`config.mk`:
```
export PLATFORM = sky130hd
export DESIGN_NAME = eos_slot_sched_flat
export DESIGN_NICKNAME = d
export VERILOG_FILES = /design/src/rtl/eos_slot_sched_if.sv /design/src/rtl/eos_slot_sched.sv /design/src/flat_wrapper.sv
export SDC_FILE = /design/constraint.sdc
export NUM_CORES = 1
export LEC_CHECK = 0
export ABC_CLOCK_PERIOD_IN_PS = 8150
export CAP_MARGIN = 30
export CORE_MARGIN = 3
export CORE_UTILIZATION = 32
export DETAILED_ROUTE_END_ITERATION = 8
export HOLD_SLACK_MARGIN = 0.08
export SYNTH_ARGS = -nofsm -noshare
export SYNTH_HDL_FRONTEND = slang
export SYNTH_SLANG_ARGS = --single-unit
```
`constraint.sdc`:
```
create_clock -name clk -period 8.15 [get_ports clk]
set_input_delay 1.63 -clock clk [delete_from_list [all_inputs] [get_ports clk]]
set_output_delay 1.63 -clock clk [all_outputs]
set_load 0.01 [all_outputs]
```
`src/rtl/eos_slot_sched_if.sv`:
```
// Request/grant handshake between the EOS metadata queues, the slot scheduler and the EBM.
interface eos_slot_sched_if #(
  parameter int unsigned LEN_W = 11
);
  logic [3:0]         q_req;
  logic [4*LEN_W-1:0] q_len;
  logic               tx_done;
  logic [3:0]         grant;
  logic               grant_wr;

  modport master (input q_req, q_len, tx_done, output grant, grant_wr);
  modport slave  (output q_req, q_len, tx_done, input grant, grant_wr);
endinterface

```
`src/rtl/eos_slot_sched.sv`:
```
// CQF slot timebase plus head-of-line dispatch scheduler: one grant at a time,
// only when the head packet fits in the time left in the current slot.
module eos_slot_sched #(
  parameter int unsigned LEN_W = 11
) (
  input  logic             clk,
  input  logic             rst,
  input  logic             in_cfg_enable,
  input  logic [31:0]      in_cfg_slot_len,
  input  logic [15:0]      in_cfg_guard_len,
  input  logic             in_sync,
  eos_slot_sched_if.master bus,
  output logic             out_time_slot_flag,
  output logic [15:0]      out_slot_id,
  output logic             out_guard,
  output logic [31:0]      out_grant_cnt,
  output logic [31:0]      out_fit_block_cnt
);
  localparam int unsigned NQ    = 4;
  localparam int unsigned CNT_W = 32;
  localparam int unsigned ID_W  = 16;
  localparam int unsigned CYC_W = 8;
  localparam logic [CNT_W-1:0] MIN_SLOT = CNT_W'(16);

  typedef enum logic [1:0] {ST_IDLE, ST_GRANT, ST_BUSY} state_t;

  state_t           state, state_nxt;
  logic [CNT_W-1:0] slot_cnt, slot_len_q, slot_len_clamp, remaining;
  logic             slot_end;
  logic [NQ-1:0]    elig, grantable, pick;
  logic [NQ-1:0]    grant_nxt;
  logic             grant_wr_nxt;
  logic [31:0]      grant_cnt_nxt, fit_block_nxt;

  // Transfer cycles on the 8-byte datapath, rounded up.
  function automatic logic [CYC_W-1:0] len_to_cycles(input logic [LEN_W-1:0] len);
    logic [LEN_W:0] sum;
    sum = {1'b0, len} + (LEN_W+1)'(7);
    return CYC_W'(sum >> 3);
  endfunction

  assign slot_len_clamp = (in_cfg_slot_len < MIN_SLOT) ? MIN_SLOT : in_cfg_slot_len;
  assign remaining      = slot_len_q - CNT_W'(1) - slot_cnt;
  assign slot_end       = (slot_cnt == slot_len_q - CNT_W'(1));

  // Timebase: sync wins over the boundary; disable freezes the slot.
  always_ff @(posedge clk) begin
    if (rst) begin
      slot_cnt           <= '0;
      slot_len_q         <= MIN_SLOT;
      out_time_slot_flag <= 1'b0;
      out_slot_id        <= '0;
      out_guard          <= 1'b0;
    end else begin
      out_guard <= (remaining < CNT_W'(in_cfg_guard_len));
      if (in_sync) begin
        slot_cnt           <= '0;
        slot_len_q         <= slot_len_clamp;
        out_time_slot_flag <= 1'b0;
        out_slot_id        <= '0;
      end else if (in_cfg_enable) begin
        if (slot_end) begin
          slot_cnt           <= '0;
          slot_len_q         <= slot_len_clamp;
          out_time_slot_flag <= ~out_time_slot_flag;
          out_slot_id        <= out_slot_id + ID_W'(1);
        end else begin
          slot_cnt <= slot_cnt + CNT_W'(1);
        end
      end
    end
  end

  // Only the CQF queue matching the current slot parity may be served.
  always_comb begin
    elig      = bus.q_req & {1'b1, 1'b1, ~out_time_slot_flag, out_time_slot_flag};
    grantable = '0;
    pick      = '0;
    for (int i = 0; i < NQ; i++) begin
      grantable[i] = elig[i] &&
                     (CNT_W'(len_to_cycles(bus.q_len[i*LEN_W +: LEN_W])) <= remaining);
    end
    for (int i = NQ - 1; i >= 0; i--) begin
      if (grantable[i]) begin
        pick    = '0;
        pick[i] = 1'b1;
      end
    end
  end

  always_comb begin
    state_nxt     = state;
    grant_nxt     = bus.grant;
    grant_wr_nxt  = 1'b0;
    grant_cnt_nxt = out_grant_cnt;
    fit_block_nxt = out_fit_block_cnt;
    case (state)
      ST_IDLE: begin
        if (in_cfg_enable && (|grantable)) begin
          grant_nxt     = pick;
          grant_wr_nxt  = 1'b1;
          grant_cnt_nxt = out_grant_cnt + 32'(1);
          state_nxt     = ST_GRANT;
        end else if (|elig) begin
          fit_block_nxt = out_fit_block_cnt + 32'(1);
        end
      end
      ST_GRANT: begin
        if (bus.tx_done) begin
          grant_nxt = '0;
          state_nxt = ST_IDLE;
        end else begin
          state_nxt = ST_BUSY;
        end
      end
      ST_BUSY: begin
        if (bus.tx_done) begin
          grant_nxt = '0;
          state_nxt = ST_IDLE;
        end
      end
      default: begin
        grant_nxt = '0;
        state_nxt = ST_IDLE;
      end
    endcase
  end

  always_ff @(posedge clk) begin
    if (rst) begin
      state             <= ST_IDLE;
      bus.grant         <= '0;
      bus.grant_wr      <= 1'b0;
      out_grant_cnt     <= '0;
      out_fit_block_cnt <= '0;
    end else begin
      state             <= state_nxt;
      bus.grant         <= grant_nxt;
      bus.grant_wr      <= grant_wr_nxt;
      out_grant_cnt     <= grant_cnt_nxt;
      out_fit_block_cnt <= fit_block_nxt;
    end
  end

endmodule

```
`src/flat_wrapper.sv`:
```
// flat-port wrapper written by rule: the top's interface ports become plain ports
module eos_slot_sched_flat 
#(
  parameter int unsigned LEN_W = 11
)
  (clk, rst, in_cfg_enable, in_cfg_slot_len, in_cfg_guard_len, in_sync, out_time_slot_flag, out_slot_id, out_guard, out_grant_cnt, out_fit_block_cnt, bus_q_req, bus_q_len, bus_tx_done, bus_grant, bus_grant_wr);
  eos_slot_sched_if #(.LEN_W(LEN_W)) bus_i ();
  input  logic clk;
  input  logic rst;
  input  logic in_cfg_enable;
  input  logic [31:0] in_cfg_slot_len;
  input  logic [15:0] in_cfg_guard_len;
  input  logic in_sync;
  output logic out_time_slot_flag;
  output logic [15:0] out_slot_id;
  output logic out_guard;
  output logic [31:0] out_grant_cnt;
  output logic [31:0] out_fit_block_cnt;
  input wire logic [$bits(bus_i.q_req)-1:0] bus_q_req;
  input wire logic [$bits(bus_i.q_len)-1:0] bus_q_len;
  input wire logic [$bits(bus_i.tx_done)-1:0] bus_tx_done;
  output wire logic [$bits(bus_i.grant)-1:0] bus_grant;
  output wire logic [$bits(bus_i.grant_wr)-1:0] bus_grant_wr;
  assign bus_i.q_req = bus_q_req;
  assign bus_i.q_len = bus_q_len;
  assign bus_i.tx_done = bus_tx_done;
  assign bus_grant = bus_i.grant;
  assign bus_grant_wr = bus_i.grant_wr;
  eos_slot_sched #(.LEN_W(LEN_W)) u_core (.clk(clk), .rst(rst), .in_cfg_enable(in_cfg_enable), .in_cfg_slot_len(in_cfg_slot_len), .in_cfg_guard_len(in_cfg_guard_len), .in_sync(in_sync), .bus(bus_i), .out_time_slot_flag(out_time_slot_flag), .out_slot_id(out_slot_id), .out_guard(out_guard), .out_grant_cnt(out_grant_cnt), .out_fit_block_cnt(out_fit_block_cnt));
endmodule
```
==> reports/qor.csv, run 1 <==
stage;metric;value;unit
run_status;status;finished, final reports clean;
drt;ant_nets;0;
sta;period_needed;7.09;ns
clocking;clkTransAtPathRegs;0.07;ns
power;leakagePower;5.26;nW
worst_setup_path;rr_worst_depth;18;
worst_setup_path;end_kind;flip-flop;
layout;final_core_util;41.2;%
power;seq_power_share;34.9;%
power;clockPowerShare;36.7;%
floorplan;start_util;32.6;%
clocking;cts_resized;0;
sta;finalSetupViolCount;0;
synthesis;async_reset_ff_share;0;%
floorplan;die_area;36600;sq um
worst_setup_path;critPathLaunchType;flip-flop;
place;numPortBuffers;187;
layout;final_common_cell;clkdlybuf4s50_1;
clocking;h-tree-depth;4;
synthesis;synth-edff-count;0;
synthesis;synth_warnings;0;
clocking;cts.sinks;153;
layout;n_antenna_cell;0;
worst_setup_path;r2r-end;u_core.out_fit_block_cnt[24];
min_path;hold_class;flip-flop to flip-flop;
layout;multi_input_area;7420;sq um
synthesis;ys_seq_elements;153;
worst_setup_path;crit_chain;nor4_2 -> nand2_1 -> nor2_1 -> nand3b_1 -> or3_1 -> or4_1 -> xnor2_1 -> ha_1 -> nand2_1 -> nor4_1 -> a211oi_1 -> xor2_1 -> nand4_1 -> nor4bb_1 -> a31oi_1 -> o41a_2 -> nor4b_1 -> mux2_1;
global_routing;grt_pass1_vias;10300;
power;combPwrFrac;28.4;%
clocking;cts-root-buf;clkbuf_16;
place;placed_area;13300;sq um
global_routing;grt_pass1_wl;52800;um
power;p_switching;0.715;mW
worst_setup_path;worstReg2RegStart;u_core.slot_len_q[2];
power;p_sw_share;32.1;%
layout;final_cell_mix;clkdlybuf4s50_1, nand2_1, dfxtp_1;
layout;seq_area;3060;sq um
layout;num-fill-cells;3454;
drt;wirelength;33100;um
drt;wl_per_cell;16.2;um
worst_setup_path;worstSetupStartpoint;u_core.slot_len_q[2];
drt;drt_iter0_drc;482;
job;drv_cap;0;
min_path;holdPathEnd;u_core.slot_len_q[31];
worst_setup_path;cpPeakStageDelay;0.95;ns
sta;maxSlewViolCount;0;
floorplan;io_pins;188;
global_routing;grt_usage;17.8;%
clocking;cts_buffers;17;
global_routing;grt_start_max_net_pins;68;
drt;drc;0;
sta;hold_viol_final;0;
sta;hold_slack;0.470;ns
layout;fin_cells;2049;
synthesis;seq_area_frac_synth;27.8;%
power;p_per_area;161;nW/um^2
layout;drive_above_1_share;4.25;%
layout;area_growth;26.2;%
worst_setup_path;critPathMaxFanout;57;
floorplan;core_area;33700;sq um
layout;postLayoutCellArea;13900;sq um
worst_setup_path;crit_slowest_cell;o41a_2;
power;peakVddDrop;0.000107;V
worst_setup_path;critical_path_class;flip-flop to flip-flop;
clocking;cts_hold_buffers;0;
synthesis;netlist_instances;1430;
place;dpl.cell_count;2016;
global_routing;antenna_found_initial;6;
worst_setup_path;crit_top_cell;nand2_1;
synthesis;avgSynthCellArea;7.69;sq um
power;internal-power;1.52;mW
synthesis;ys_types;74;
min_path;worstHoldStart;u_core.slot_len_q[31];
clocking;cts.path.max_buffers;2;
worst_setup_path;crit_required;8.46;ns
global_routing;grt_overflow;0;
drt;vias;10600;
sta;finClkSkew;0.0141;ns
sta;relSlewSlack;34.9;%
sta;worst_pin_slew;0.976;ns
sta;fin_setup_tns;0;ns
synthesis;ys.flop_type;dfxtp_1;
drt;drt-vias-per-instance;5.19;
floorplan;num_rows;67;
worst_setup_path;path_buf_inv;0;
clocking;clk_latency;0.43;ns
floorplan;die_x;191;um
worst_setup_path;arrival;7.40;ns
clocking;post-cts-setup-buffer-count;0;
drt;dr.pass1.iters;5;
min_path;whs_path_depth;2;
place;place.gp.congestion;0.898;
synthesis;synth_area;11000;sq um
clocking;cts_tree;done;
sta;period_share;87.0;%
worst_setup_path;reg2reg_setup_slack;1.06;ns
synthesis;syn_nets;1618;
worst_setup_path;crit_family;simple AND/OR/NAND/NOR gates;
sta;fmax;0.141;GHz
floorplan;die_y;191;um
layout;final_nets;1776;
place;dp_hpwl;25900;um
sta;rsz0062_at_grt;no;
==> cell usage after synthesis (all sizes together) (32+ instances only) <==
| library cell | count | area share, % |
|---|---|---|
| xor2 | 51 | 4.1 |
| o31ai | 32 | 2.2 |
| or4 | 35 | 2.4 |
| xnor2 | 75 | 6.0 |
| nand2 | 166 | 5.7 |
| nor2 | 132 | 4.5 |
| nand3 | 62 | 2.9 |
| inv | 78 | 2.7 |
| dfxtp | 153 | 28 |
| nand4 | 35 | 2.0 |
| clkbuf | 43 | 1.5 |
| a21oi | 119 | 5.4 |
| o21ai | 53 | 2.4 |
| ha | 86 | 9.8 |
==> tightest hold or removal path: cells and delay by family, from the launching register on <==
family          cells  cell delay, ns
compound gates      1            0.05
simple gates        1            0.06
flops               1            0.32
==> layout make-up <==
| cell class | count | area share, % |
|---|---|---|
| clock buffers | 20 | 3.36 |
| clock inverters | 12 | 0.992 |
| inverters | 78 | 2.11 |
| multi-input cells | 1142 | 53.4 |
| flip-flops and latches | 153 | 22.1 |
| well taps | 448 | 4.04 |
| repair buffers | 196 | 14.0 |
==> registers in the layout (all words and copies together), names as in the netlist <==
name	count
u_core.out_time_slot_flag	1
u_core.slot_cnt	32
u_core.out_grant_cnt	32
u_core.out_guard	1
u_core.bus.grant	4
u_core.out_slot_id	16
u_core.bus.grant_wr	1
u_core.state	2
u_core.out_fit_block_cnt	32
u_core.slot_len_q	32
==> through the flow <==
step	power, mW	worst slack (ns)
3_3_place_gp	1.42	1.17
5_1_grt	2.36	0.622
3_5_place_dp	1.42	1.13
6_report	2.23	1.06
2_1_floorplan	1.23	2.55
4_1_cts	2.25	1.09
==> cell families after synthesis <==
logic type      after synthesis  synth area share (%)
simple gates                600                  27.5
compound gates              312                  18.3
flops                       153                  27.8
buf+inv                     135                  4.71
xor+xnor                    126                  10.0
fa+ha+maj                    87                  9.97
mux                          17                  1.72
==> per-layer routing <==
| layer | part of all wire [%] | vias to the layer above | GRT usage [%] |
|---|---|---|---|
| met2 | 46 | 219 | 29.5 |
| met4 | 1.2 | 12 | 3.92 |
| met1 | 47 | 4918 | 23.5 |
| li1 | - | 5457 | - |
| met5 | 0.23 | - | 0 |
| met3 | 5.3 | 35 | 4.11 |
==> worst max path at each step <==
stage | end | slack, ns | cells past startpoint
after floorplan | u_core.out_fit_block_cnt[24] | 2.55 | 22
after global placement | u_core.out_fit_block_cnt[24] | 1.17 | 18
after detailed placement | u_core.out_fit_block_cnt[24] | 1.13 | 18
after CTS | u_core.out_fit_block_cnt[24] | 1.09 | 18
after global routing | u_core.out_fit_block_cnt[24] | 0.62 | 20
final | u_core.out_fit_block_cnt[24] | 1.06 | 18
==> power groups by stage <==
stage | logic (mW) | clock network [mW] | registers [mW]
2_1_floorplan | 0.439 | 0 | 0.791
5_1_grt | 0.718 | 0.866 | 0.779
3_3_place_gp | 0.622 | 0 | 0.794
6_report | 0.634 | 0.819 | 0.777
4_1_cts | 0.634 | 0.839 | 0.777
3_5_place_dp | 0.630 | 0 | 0.794
(Power assumes the default switching activity.)
==> run 2, diff against run 1 <==
--- a/config.mk
+++ b/config.mk
@@ -8,9 +8,12 @@
 export ABC_CLOCK_PERIOD_IN_PS = 8150
 export CAP_MARGIN = 30
 export CORE_MARGIN = 3
-export CORE_UTILIZATION = 32
+export CORE_UTILIZATION = 59
+export CTS_CLUSTER_DIAMETER = 40
 export DETAILED_ROUTE_END_ITERATION = 8
+export GPL_TIMING_DRIVEN = 1
 export HOLD_SLACK_MARGIN = 0.08
+export PLACE_DENSITY = 0.88
 export SYNTH_ARGS = -nofsm -noshare
 export SYNTH_HDL_FRONTEND = slang
 export SYNTH_SLANG_ARGS = --single-unit
==> run 2 against run 1 <==
  * Critical path depth up 2
  * Cell count down 11%
  * Flip-flop and latch count unchanged
  * Hold slack worse by 0.0035 ns
  * Clock power down 5.3%
  * Cell area down 2.3%
  * Routed wire length down 6.1%
  * Sequential power about the same
  * Die area down 45%
  * Utilization up 34 points
  * Global-route usage up 12 points
  * Largest power group is now registers
  * Highest routed layer is now met4
==> reports/qor.csv, run 2 (same netlist as run 1, synthesis figures left out) <==
stage;metric;value;unit
clocking;h-tree-depth;4;
clocking;clkTransAtPathRegs;0.07;ns
clocking;cts_resized;0;
worst_setup_path;path_buf_inv;0;
sta;fin_setup_tns;0;ns
global_routing;grt_start_max_net_pins;64;
drt;drt-vias-per-instance;6.07;
sta;finalSetupViolCount;0;
sta;hold_viol_final;0;
sta;worst_slack;1.45;ns
layout;final_nets;1772;
min_path;whs_path_depth;2;
worst_setup_path;crit_slowest_cell;o41a_2;
worst_setup_path;critical_path_class;flip-flop to flip-flop;
place;numPortBuffers;187;
layout;area_growth;23.3;%
sta;worst_pin_slew;0.944;ns
worst_setup_path;end_kind;flip-flop;
global_routing;grt_usage;30.1;%
min_path;holdPathEnd;u_core.slot_len_q[31];
clocking;cts_buffers;17;
drt;wirelength;31100;um
sta;maxSlewViolCount;0;
place;place_ws;1.53;ns
sta;period_share;82.3;%
drt;drc;0;
layout;final_common_cell;clkdlybuf4s50_1;
floorplan;die_x;143;um
clocking;cts.path.max_buffers;2;
global_routing;grt_pass1_vias;10600;
place;place.gp.congestion;0.944;
global_routing;grt_overflow;0;
power;fin_total_pwr;2.19;mW
min_path;worstHoldStart;u_core.slot_len_q[31];
sta;fmax;0.149;GHz
sta;hold_slack;0.467;ns
floorplan;die_y;143;um
worst_setup_path;r2r-end;u_core.out_fit_block_cnt[24];
global_routing;grt_pass1_wl;50800;um
power;p_per_area;161;nW/um^2
drt;dr.pass1.iters;8;
clocking;cts.sinks;153;
layout;seq_area;3060;sq um
place;dp_hpwl;23400;um
layout;num-fill-cells;1354;
floorplan;num_rows;49;
worst_setup_path;cpPeakStageDelay;0.93;ns
power;peakVddDrop;0.000157;V
sta;period_needed;6.70;ns
power;leakagePower;5.23;nW
floorplan;core_area;18100;sq um
clocking;clk_latency;0.43;ns
worst_setup_path;reg2reg_setup_slack;1.45;ns
worst_setup_path;arrival;7.02;ns
worst_setup_path;worstReg2RegStart;u_core.slot_len_q[2];
drt;ant_nets;0;
worst_setup_path;crit_family;simple AND/OR/NAND/NOR gates;
min_path;hold_class;flip-flop to flip-flop;
layout;n_antenna_cell;0;
worst_setup_path;crit_chain;nor4_2 -> nand2_1 -> nor2_1 -> nand3b_1 -> or3_1 -> or4_1 -> nor3_1 -> xor2_1 -> ha_1 -> nand2_1 -> nor2_1 -> a211oi_1 -> o21ai_0 -> nor4_1 -> nand4_1 -> nor4bb_1 -> a31oi_1 -> o41a_2 -> nor4b_1 -> mux2_1;
sta;rsz0062_at_grt;no;
sta;finClkSkew;0.0130;ns
layout;final_cell_mix;clkdlybuf4s50_1, nand2_1, dfxtp_1;
floorplan;die_area;20300;sq um
clocking;cts_tree;done;
floorplan;io_pins;188;
worst_setup_path;critPathLaunchType;flip-flop;
drt;vias;11100;
worst_setup_path;crit_required;8.47;ns
run_status;status;finished, final reports clean;
clocking;cts-root-buf;clkbuf_16;
job;drv_cap;0;
global_routing;antenna_found_initial;0;
layout;drive_above_1_share;3.94;%
sta;relSlewSlack;37.1;%
worst_setup_path;rr_worst_depth;20;
place;dpl.cell_count;1794;
floorplan;start_util;60.6;%
worst_setup_path;critPathMaxFanout;57;
drt;drt_iter0_drc;872;
layout;multi_input_area;7420;sq um
layout;fin_cells;1826;
clocking;cts_hold_buffers;0;
clocking;post-cts-setup-buffer-count;0;
drt;wl_per_cell;17.0;um
run 2: changes by cell type in the layout (fill, tap and decap cells not counted):
cell | before | now
buf_4 | 9 | 5
bufinv_16 | 2 | 1
clkinv_2 | 2 | 1
clkbuf_8 | 3 | 1
inv_8 | 0 | 2
clkinv_4 | 3 | 1
buf_6 | 1 | 0
clkbuf_1 | 0 | 1
buf_16 | 0 | 1
clkinvlp_4 | 2 | 3
inv_6 | 3 | 5
run 2: cell type report:
cell class              instances  share of cell area (%)
repair buffers                192                    14.2
inverters                      78                    2.16
clock inverters                13                   0.978
clock buffers                  19                    3.27
multi-input cells            1142                    54.7
flip-flops and latches        153                    22.6
well taps                     229                    2.11
run 2: worst max path at each step:
stage                     cells after the start                      endpoint                  from  slack (ns)
after floorplan                              22  u_core.out_fit_block_cnt[24]  u_core.slot_len_q[2]        2.55
after global placement                       20  u_core.out_fit_block_cnt[24]  u_core.slot_len_q[2]        1.64
after detailed placement                     20  u_core.out_fit_block_cnt[24]  u_core.slot_len_q[2]        1.53
after CTS                                    20  u_core.out_fit_block_cnt[24]  u_core.slot_len_q[2]        1.49
after global routing                         20  u_core.out_fit_block_cnt[24]  u_core.slot_len_q[2]        0.85
final                                        20  u_core.out_fit_block_cnt[24]  u_core.slot_len_q[2]        1.45
run 2: metal layers:
| layer | global-route usage (%) | share of wire, % | up-vias |
|---|---|---|---|
| met1 | 39.0 | 43 | 5169 |
| met2 | 50.4 | 47 | 424 |
| met3 | 7.63 | 8.5 | 37 |
| li1 | - | - | 5447 |
| met5 | 0 | 0 | - |
| met4 | 7.65 | 1.4 | 0 |
run 2: worst reg2reg max path: cells and delay by family, from the launching register on:
kind,cells,cell delay [ns]
AOI/OAI and AO/OA,4,1.75
xor gates and xnor gates,1,0.17
adders and majority gates,1,0.34
DFF,1,0.36
muxes,1,0.36
and+or+nand+nor,13,3.62
run 2: power breakdown:
| group | total (mW) | switching (mW) | internal, mW |
|---|---|---|---|
| registers | 0.778 | 0.0171 | 0.761 |
| clock network | 0.776 | 0.339 | 0.437 |
| logic | 0.636 | 0.360 | 0.276 |
run 2: through the flow:
step                      util, %  area (sq um)
after floorplan                 -         11000
after global placement       71.4         13000
after detailed placement     71.6         13000
after CTS                    74.7         13600
after global routing         74.7         13600
final                        74.7         13600
==> run 3, diff against run 2 <==
--- a/config.mk
+++ b/config.mk
@@ -5,15 +5,15 @@
 export SDC_FILE = /design/constraint.sdc
 export NUM_CORES = 1
 export LEC_CHECK = 0
-export ABC_CLOCK_PERIOD_IN_PS = 8150
+export ABC_CLOCK_PERIOD_IN_PS = 6020
 export CAP_MARGIN = 30
 export CORE_MARGIN = 3
-export CORE_UTILIZATION = 59
+export CORE_UTILIZATION = 49
 export CTS_CLUSTER_DIAMETER = 40
 export DETAILED_ROUTE_END_ITERATION = 8
 export GPL_TIMING_DRIVEN = 1
 export HOLD_SLACK_MARGIN = 0.08
-export PLACE_DENSITY = 0.88
+export PLACE_DENSITY = 0.78
 export SYNTH_ARGS = -nofsm -noshare
 export SYNTH_HDL_FRONTEND = slang
 export SYNTH_SLANG_ARGS = --single-unit
==> constraint.sdc (replaced) <==
create_clock -name clk -period 6.02 [get_ports clk]
set_input_delay 1.204 -clock clk [delete_from_list [all_inputs] [get_ports clk]]
set_output_delay 1.204 -clock clk [all_outputs]
set_load 0.01 [all_outputs]
==> run 3 against run 2 <==
  * First-iteration DRC count shrank 34%
  * Clock power increased by 47%
  * Critical path depth is 2 higher
  * Die area rose by 20%
  * Flip-flop and latch count unchanged
  * Routed wire length is 2.4% higher
  * Power rose by 41%
  * Hold slack gained 0.0069 ns
  * Maximum frequency up 15%
  * Largest power group is now the clock network
==> reports/qor.csv, run 3 (same netlist as run 1, synthesis figures left out) <==
stage;metric;value;unit
run_status;status;finished, final reports clean;
power;p_per_area;220;nW/um^2
layout;drive_above_1_share;7.17;%
sta;hold_slack;0.474;ns
drt;drc;0;
layout;num-fill-cells;1907;
worst_setup_path;critical_path_class;flip-flop to flip-flop;
place;placed_area;13200;sq um
worst_setup_path;reg2reg_setup_slack;0.20;ns
floorplan;io_pins;188;
clocking;cts_hold_buffers;0;
clocking;cts-root-buf;clkbuf_16;
drt;met1_length;14400;um
sta;fin_setup_tns;0;ns
clocking;cts_buffers;17;
job;drv_cap;0;
drt;vias;11000;
floorplan;die_x;156;um
power;leakagePower;5.42;nW
worst_setup_path;critPathLaunchType;flip-flop;
drt;drt_iter0_drc;575;
power;peakVddDrop;0.000162;V
global_routing;grt_overflow;0;
layout;fin_cells;1898;
worst_setup_path;critPathMaxFanout;29;
worst_setup_path;end_kind;flip-flop;
layout;final_common_cell;clkdlybuf4s50_1;
sta;relSlewSlack;51.7;%
clocking;cts.sinks;153;
layout;final_core_util;64.1;%
place;numPortBuffers;187;
sta;period_share;96.7;%
sta;worst_pin_slew;0.717;ns
drt;dr_wl_met3;2300;um
place;place_ws;-0.0224;ns
min_path;hold_class;flip-flop to flip-flop;
global_routing;grt_pass1_vias;10500;
layout;postLayoutCellArea;14100;sq um
drt;wirelength;31900;um
drt;drt-vias-per-instance;5.81;
floorplan;die_y;156;um
layout;multi_input_area;7630;sq um
drt;top_layer;met4;
power;fin_total_pwr;3.09;mW
layout;area_growth;28.0;%
sta;finalSetupViolCount;0;
worst_setup_path;arrival;6.12;ns
layout;final_nets;1793;
floorplan;die_area;24300;sq um
drt;dr.pass1.iters;6;
floorplan;start_util;50.1;%
clocking;clk_latency;0.42;ns
place;place.gp.congestion;0.896;
floorplan;num_rows;54;
layout;n_antenna_cell;0;
sta;maxSlewViolCount;0;
layout;final_cell_mix;clkdlybuf4s50_1, nand2_1, dfxtp_1;
drt;ant_nets;0;
clocking;h-tree-depth;4;
drt;wl_met2;14500;um
place;dpl.cell_count;1860;
drt;wl_per_cell;16.8;um
global_routing;grt_usage;25.3;%
sta;finClkSkew;0.0114;ns
sta;period_needed;5.82;ns
clocking;cts_tree;done;
global_routing;antenna_found_initial;0;
floorplan;core_area;22000;sq um
sta;worst_slack;0.198;ns
layout;seq_area;3070;sq um
clocking;clkTransAtPathRegs;0.06;ns
worst_setup_path;crit_required;6.32;ns
global_routing;grt_pass1_wl;51400;um
clocking;cts.path.max_buffers;2;
sta;fmax;0.172;GHz
sta;hold_viol_final;0;
global_routing;grt_start_max_net_pins;62;
place;dp_hpwl;23600;um
run 3: cell type report:
cell class              count  area share (%)
clock buffers              21            3.20
clock inverters            11            1.21
inverters                  78            2.08
multi-input cells        1142            54.2
flip-flops and latches    153            21.8
well taps                 280            2.49
repair buffers            213            15.0
run 3: critical path, stage by stage (launching register included):
cell and delay, ns:
dfxtp_2 0.35, nor4_4 0.33, nand2_1 0.13, nor2_2 0.16
nand3b_1 0.11, or3_4 0.37, or4_4 0.45, buf_4 0.16
xnor2_2 0.19, ha_4 0.26, a21o_1 0.17, o21bai_1 0.17
nand4_1 0.11, nand2_1 0.06, a21oi_1 0.19, o41ai_2 0.12
xor2_1 0.16, or3b_4 0.43, o41a_1 0.45, o41a_4 0.46
buf_12 0.17, nor4b_4 0.30, mux2_1 0.35
run 3: final timing paths:
| check | start | endpoint | cells past startpoint |
|---|---|---|---|
| min | u_core.slot_len_q[31] | u_core.slot_len_q[31] | 2 |
| min reg2reg | u_core.slot_len_q[31] | u_core.slot_len_q[31] | 2 |
| max | u_core.slot_len_q[5] | u_core.out_fit_block_cnt[24] | 22 |
| max reg2reg | u_core.slot_len_q[5] | u_core.out_fit_block_cnt[24] | 22 |
run 3: routing by layer:
layer | track usage [%] | vias to the layer above
met3 | 5.94 | 46
met5 | 0 | -
met4 | 7.44 | 0
met1 | 34.6 | 5141
li1 | - | 5488
met2 | 39.9 | 355
run 3: what timing repair did:
| action | 4_1_cts | 5_1_grt |
|---|---|---|
| gates resized for setup | 4 | 40 |
| buffers inserted | 0 | 4 |
| cloned | 0 | 2 |
| pin swaps | 0 | 12 |
| setup endpoints to repair | 5 | 70 |
run 3: power by group:
part           total [mW]  internal, mW  switching [mW]
clock                1.14         0.706           0.430
combinational       0.899         0.398           0.501
sequential           1.06          1.03          0.0248
